<file path="config.mk">
export PLATFORM = sky130hd
export DESIGN_NAME = fetch_sequencer
export DESIGN_NICKNAME = d
export VERILOG_FILES = /design/src/rtl/fetch_pkg.sv /design/src/rtl/fetch_sequencer.sv
export SDC_FILE = /design/constraint.sdc
export NUM_CORES = 1
export LEC_CHECK = 0
export CAP_MARGIN = 5
export CORE_UTILIZATION = 49
export CTS_BUF_LIST = sky130_fd_sc_hd__clkbuf_2 sky130_fd_sc_hd__clkbuf_4 sky130_fd_sc_hd__clkbuf_8
export DETAILED_ROUTE_END_ITERATION = 7
export PLACE_DENSITY = 0.86
export SYNTH_ARGS = -nofsm -noshare
export SYNTH_HDL_FRONTEND = slang
export SYNTH_SLANG_ARGS = --single-unit
</file>
<file path="constraint.sdc">
create_clock -name CLK -period 5.7 [get_ports CLK]
set_clock_uncertainty 0.1 [all_clocks]
set_input_delay 1.71 -clock CLK [delete_from_list [all_inputs] [get_ports CLK]]
set_output_delay 1.71 -clock CLK [all_outputs]
set_load 0.1 [all_outputs]
</file>
<file path="src/rtl/fetch_pkg.sv">
// -----------------------------------------------------------------------------
// fetch_pkg
//   Shared definitions for the instruction fetch sequencer of the 16-bit RISC
//   core: the sequencer state encoding, default reset PC and halt opcode, and
//   the position of the opcode field inside an instruction word.
// -----------------------------------------------------------------------------
package fetch_pkg;

    // Fetch sequencer states.
    //   ST_IDLE  : no request outstanding, waiting for run (and not halted)
    //   ST_REQ   : read request to instruction memory in flight at pc
    //   ST_VALID : instruction held in the IR, waiting for decode to accept it
    //   ST_FLUSH : a redirected request is draining; its data is thrown away
    typedef enum logic [1:0] {
        ST_IDLE  = 2'd0,
        ST_REQ   = 2'd1,
        ST_VALID = 2'd2,
        ST_FLUSH = 2'd3
    } fetch_state_t;

    // Default PC after reset and default opcode that stops fetching.
    localparam logic [15:0] DEFAULT_RESET_PC = 16'h0000;
    localparam logic [3:0]  DEFAULT_HALT_OP  = 4'hF;

    // Opcode field of an instruction word: inst[15:12].
    localparam int OPC_MSB = 15;
    localparam int OPC_LSB = 12;
    localparam int OPC_W   = OPC_MSB - OPC_LSB + 1;

    // Extract the opcode field from a 16-bit instruction word.
    function automatic logic [OPC_W-1:0] opcode_of(input logic [15:0] inst);
        return inst[OPC_MSB:OPC_LSB];
    endfunction

endpackage : fetch_pkg

</file>
<file path="src/rtl/fetch_sequencer.sv">
// -----------------------------------------------------------------------------
// fetch_sequencer
//   Sequences instruction fetch for the 16-bit RISC core. Owns the PC, runs
//   the instruction-memory read handshake and hands each fetched word to the
//   instruction register with a one-cycle synchronous load enable (ir_load)
//   instead of gating the IR clock. Branch redirects from execute override any
//   fetch in progress.
//
// Ports
//   CLK           in   core clock, all state changes on posedge
//   RST           in   synchronous active-high reset
//   run           in   level, 1 = fetching allowed
//   mem_req       out  read request to instruction memory
//   mem_addr      out  read address (pc, or the abandoned address while flushing)
//   mem_ack       in   read data valid this cycle
//   mem_rdata     in   read data, used only when mem_ack = 1
//   ir_load       out  one-cycle IR load enable
//   ir_data       out  registered instruction word for the IR
//   inst_valid    out  ir_data holds an instruction not yet accepted
//   inst_ready    in   decode accepts ir_data while inst_valid = 1
//   branch_taken  in   one-cycle redirect pulse
//   branch_target in   new PC, used when branch_taken = 1
//   pc            out  address of the next instruction to fetch
//   halted        out  a halt instruction has been accepted
// -----------------------------------------------------------------------------
module fetch_sequencer
    import fetch_pkg::*;
#(
    parameter int                DATA_W   = 16,
    parameter int                ADDR_W   = 16,
    parameter logic [ADDR_W-1:0] RESET_PC = ADDR_W'(DEFAULT_RESET_PC),
    parameter logic [OPC_W-1:0]  HALT_OP  = DEFAULT_HALT_OP
) (
    input  logic              CLK,
    input  logic              RST,
    input  logic              run,
    output logic              mem_req,
    output logic [ADDR_W-1:0] mem_addr,
    input  logic              mem_ack,
    input  logic [DATA_W-1:0] mem_rdata,
    output logic              ir_load,
    output logic [DATA_W-1:0] ir_data,
    output logic              inst_valid,
    input  logic              inst_ready,
    input  logic              branch_taken,
    input  logic [ADDR_W-1:0] branch_target,
    output logic [ADDR_W-1:0] pc,
    output logic              halted
);

    // -------------------------------------------------------------------------
    // State and registered outputs
    // -------------------------------------------------------------------------
    fetch_state_t      state_reg;
    logic [ADDR_W-1:0] pc_reg;
    logic              mem_req_reg;
    logic              ir_load_reg;
    logic [DATA_W-1:0] ir_data_reg;
    logic              inst_valid_reg;
    logic              halted_reg;

    // Address of a request abandoned by a branch. The memory still owes us a
    // response for it, so the address stays on the bus until that ack arrives
    // even though pc already points at the branch target.
    logic [ADDR_W-1:0] flush_addr_reg;

    // Opcode of the held instruction, used to detect a halt on accept.
    logic [OPC_W-1:0]  held_opcode;
    assign held_opcode = opcode_of(16'(ir_data_reg));

    // -------------------------------------------------------------------------
    // Sequencer
    //   mem_req is registered alongside the state so that it is exactly 1 in
    //   REQ and FLUSH and 0 in IDLE and VALID: every state assignment below is
    //   paired with the matching mem_req value.
    // -------------------------------------------------------------------------
    always_ff @(posedge CLK) begin
        if (RST) begin
            state_reg      <= ST_IDLE;
            pc_reg         <= RESET_PC;
            mem_req_reg    <= 1'b0;
            ir_load_reg    <= 1'b0;
            ir_data_reg    <= '0;
            inst_valid_reg <= 1'b0;
            halted_reg     <= 1'b0;
            flush_addr_reg <= RESET_PC;
        end else begin
            // IR load enable is a single-cycle pulse; it is only re-armed by an
            // accepted memory response in REQ.
            ir_load_reg <= 1'b0;

            if (branch_taken) begin
                // A redirect beats both a memory ack and a decode accept: the
                // held instruction is dropped and a halt is cancelled.
                pc_reg         <= branch_target;
                inst_valid_reg <= 1'b0;
                halted_reg     <= 1'b0;

                case (state_reg)
                    ST_REQ: begin
                        if (mem_ack) begin
                            // Request completed this very cycle: its data is
                            // stale, so just start over at the target.
                            state_reg   <= ST_REQ;
                            mem_req_reg <= 1'b1;
                        end else begin
                            // Request still outstanding: drain it first.
                            state_reg      <= ST_FLUSH;
                            mem_req_reg    <= 1'b1;
                            flush_addr_reg <= pc_reg;
                        end
                    end
                    ST_FLUSH: begin
                        // Already draining; keep the original abandoned
                        // address and just pick up the newer target in pc.
                        state_reg   <= ST_FLUSH;
                        mem_req_reg <= 1'b1;
                    end
                    default: begin
                        // IDLE or VALID: nothing in flight, fetch the target.
                        state_reg   <= ST_REQ;
                        mem_req_reg <= 1'b1;
                    end
                endcase
            end else begin
                case (state_reg)
                    ST_IDLE: begin
                        if (run && !halted_reg) begin
                            state_reg   <= ST_REQ;
                            mem_req_reg <= 1'b1;
                        end
                    end

                    ST_REQ: begin
                        // The request always completes, whatever run does.
                        if (mem_ack) begin
                            ir_data_reg    <= mem_rdata;
                            pc_reg         <= pc_reg + ADDR_W'(1);
                            ir_load_reg    <= 1'b1;
                            inst_valid_reg <= 1'b1;
                            state_reg      <= ST_VALID;
                            mem_req_reg    <= 1'b0;
                        end
                    end

                    ST_VALID: begin
                        // Held instruction is never dropped because of run=0;
                        // run only decides whether to fetch again after accept.
                        if (inst_ready) begin
                            inst_valid_reg <= 1'b0;
                            if (held_opcode == HALT_OP) begin
                                halted_reg  <= 1'b1;
                                state_reg   <= ST_IDLE;
                                mem_req_reg <= 1'b0;
                            end else if (run) begin
                                state_reg   <= ST_REQ;
                                mem_req_reg <= 1'b1;
                            end else begin
                                state_reg   <= ST_IDLE;
                                mem_req_reg <= 1'b0;
                            end
                        end
                    end

                    ST_FLUSH: begin
                        // Returned word belongs to the abandoned address and
                        // is discarded; the request line stays up and moves
                        // straight on to the redirected pc.
                        if (mem_ack) begin
                            state_reg   <= ST_REQ;
                            mem_req_reg <= 1'b1;
                        end
                    end

                    default: begin
                        state_reg   <= ST_IDLE;
                        mem_req_reg <= 1'b0;
                    end
                endcase
            end
        end
    end

    // -------------------------------------------------------------------------
    // Outputs
    // -------------------------------------------------------------------------
    assign mem_req    = mem_req_reg;
    assign mem_addr   = (state_reg == ST_FLUSH) ? flush_addr_reg : pc_reg;
    assign ir_load    = ir_load_reg;
    assign ir_data    = ir_data_reg;
    assign inst_valid = inst_valid_reg;
    assign pc         = pc_reg;
    assign halted     = halted_reg;

endmodule : fetch_sequencer

</file>
==> impl_metrics.csv <==
group,metric,value,unit
timing,setup_viol,0,
synth,synthArstFlopShare,0,%
status,status,"complete, no violations",
critical_path,r2r-start,"state_reg[0]",
worst_hold_path,whs_path_depth,2,
cts,cts_tree,"yes",
critical_path,cpMaxStageDelayCell,"clkdlybuf4s50_1",
detailed_routing,drc,0,
synth,synth_area,2430,sq um
floorplan,top_level_ports,90,
floorplan,fp-row-count,25,
critical_path,startpoint_type,"flop",
finish,n_antenna_cell,0,
timing,fin_ws,0.993,ns
synth,syn-num-nets,334,
finish,final_cells,439,
detailed_routing,vias,2326,
global_route,grt.total_usage,24.2,%
detailed_routing,viasPerCell,5.30,
power,max-vdd-ir-drop,167,uV
floorplan,die_area,5250,sq um
critical_path,cp.required,3.89,ns
critical_path,reg2reg_to,"ir_data[7]",
detailed_routing,drt_iter0_drc,110,
critical_path,crit_cells,3,
floorplan,coreArea,4750,sq um
critical_path,cp.arrival,2.90,ns
cts,clock_sinks,53,
synth,avgSynthCellArea,8.25,sq um
critical_path,cp-startpoint,"state_reg[0]",
floorplan,start_util,51.2,%
synth,synth-main-ff-cell,"dfxtp_1",
placement,placed_cells,431,
placement,gp_congestion,0.750,
global_route,grt_pass1_wl,10000,microns
critical_path,path_cells,"nand2_1, mux2_2, clkdlybuf4s50_1",
critical_path,crit_type,"flop to output port",
synth,synth.distinct_cells,39,
power,p_per_area,276,nW/um^2
timing,rsz0062_at_grt,"no",
worst_hold_path,min_path_type,"flop to flop",
finish,stdcell_area,3430,sq um
detailed_routing,first_pass_iters,4,
cts,post_cts_buffers,0,
synth,yosys_register_bits,53,
synth,ys.warnings.count,0,
timing,hold_viol_final,0,
timing,min_period,4.71,ns
critical_path,cp.buffers_inverters,1,
finish,layout-drive-gt1-share,8.60,%
cts,root_buffer,"clkbuf_8",
cts,cts_buffers,5,
cts,cts.reportedPaths.clkPinSlew,0.10,ns
finish,syn_to_final_growth,40.7,%
synth,synth_cells,295,
critical_path,r2r_cells,4,
cts,clock_latency,0.30,ns
critical_path,crit_family,"buffers and inverters",
finish,layout.nets,410,
floorplan,die_h,72.5,microns
global_route,grt_antenna_before_repair,0,
critical_path,reg2reg_slack,3.36,ns
cts,clock_path_buffers,2,
timing,max_freq,212,MHz
placement,io_buffers,89,
detailed_routing,wl_per_cell,13.9,microns
floorplan,die_w,72.5,microns
placement,place_area,3310,sq um
synth,yosysSeqAreaShare,43.6,%
critical_path,crit_fanout,16,
timing,maxSlewHeadroom,31.6,%
critical_path,end_kind,"output port",
cts,htree_levels,2,
worst_hold_path,holdPathEnd,"flush_addr_reg[7]",
synth,synth_edf_count,0,
worst_hold_path,hp-start,"flush_addr_reg[7]",
finish,final_cell_mix,"clkdlybuf4s50_1 (88), nand2_1 (77), dfxtp_1 (53)",
timing,period_share,82.6,%
flow_run,maxCapViolCount,0,
detailed_routing,wl,6090,microns
cts,post_cts_resized,0,
placement,dpl.hpwl,4200,microns
global_route,grt.overflow.total,0,
timing,worst_pin_slew,1.02,ns
timing,fin_setup_tns,0,ns
global_route,grt_max_degree,54,
global_route,grt_pass1_vias,2175,
power,total_leakage_power,0.00115,uW
finish,final_common_cell,"clkdlybuf4s50_1",
cts,cts_hold_buf,0,
detailed_routing,ant_nets,0,
timing,slew_viol_final,0,
placement,place_ws,1.33,ns
critical_path,max_stage_delay,1.15,ns
-- kinds of logic after synthesis --
kind of cell	count (synthesis)	synth area share, %
adders and majority gates	1	0.514
buffers and inverters	23	4.68
and+or+nand+nor	132	25.6
AOI/OAI and AO/OA	59	14.2
xor gates and xnor gates	11	3.96
DFF	53	43.6
muxes	16	7.40
-- per-stage QoR --
| stage | hold WS [ns] | utilization, % | total power [uW] |
|---|---|---|---|
| 2_1_floorplan | 0.334 | - | 615 |
| 3_3_place_gp | 0.341 | 69.5 | 685 |
| 3_5_place_dp | 0.344 | 69.5 | 689 |
| 4_1_cts | 0.358 | 72.1 | 950 |
| 5_1_grt | 0.386 | 72.1 | 978 |
| 6_report | 0.358 | 72.1 | 945 |
-- synthesized netlist by cell type, types with 3 or more instances --
| library cell | instances | area, sq um |
|---|---|---|
| a211oi_1 | 8 | 60.1 |
| a21oi_1 | 37 | 185 |
| a311oi_1 | 6 | 52.6 |
| clkbuf_1 | 14 | 52.6 |
| dfxtp_1 | 53 | 1060 |
| mux2_2 | 16 | 180 |
| nand2_1 | 77 | 289 |
| nand3_1 | 5 | 25.0 |
| nand4_1 | 5 | 31.3 |
| nor2_1 | 17 | 63.8 |
| nor3_1 | 6 | 30.0 |
| o21ai_0 | 4 | 20.0 |
| o31ai_1 | 3 | 22.5 |
| or4_1 | 3 | 22.5 |
| xnor2_1 | 7 | 61.3 |
| xor2_1 | 4 | 35.0 |
-- tightest hold or removal path, delay by kind of cell (launching register included) --
family	cells	cell delay (ns)
simple gates	1	0.05
flops	1	0.32
compound gates	1	0.05
-- where the power goes --
group	switching [uW]	leakage, uW	internal [uW]
clock network	121	0.0000574	143
logic	196	0.000664	77.8
registers	21.8	0.000433	385
-- routing by layer --
metal	GRT usage [%]	share of wire [%]
met1	29.2	44
met2	42.3	48
met3	7.36	7.7
met4	5.23	0.85
met5	0	0
-- worst max-delay path by stage --
stage                    to  slack, ns
3_5_place_dp    mem_addr[5]       1.33
4_1_cts         mem_addr[5]        1.0
6_report        mem_addr[0]       0.99
2_1_floorplan  mem_addr[10]       1.69
5_1_grt         mem_addr[5]       0.86
3_3_place_gp    mem_addr[0]       1.38
-- layout make-up --
class	count	area [sq um]
tap	67	83.8
sequential	53	1060
inverter	2	7.51
multi-input combinational	219	1260
timing repair buffer	90	893
fill	394	1330
clock inverter	2	37.5
clock buffer	6	82.6
No activity file was read; power rests on OpenSTA's default activity.
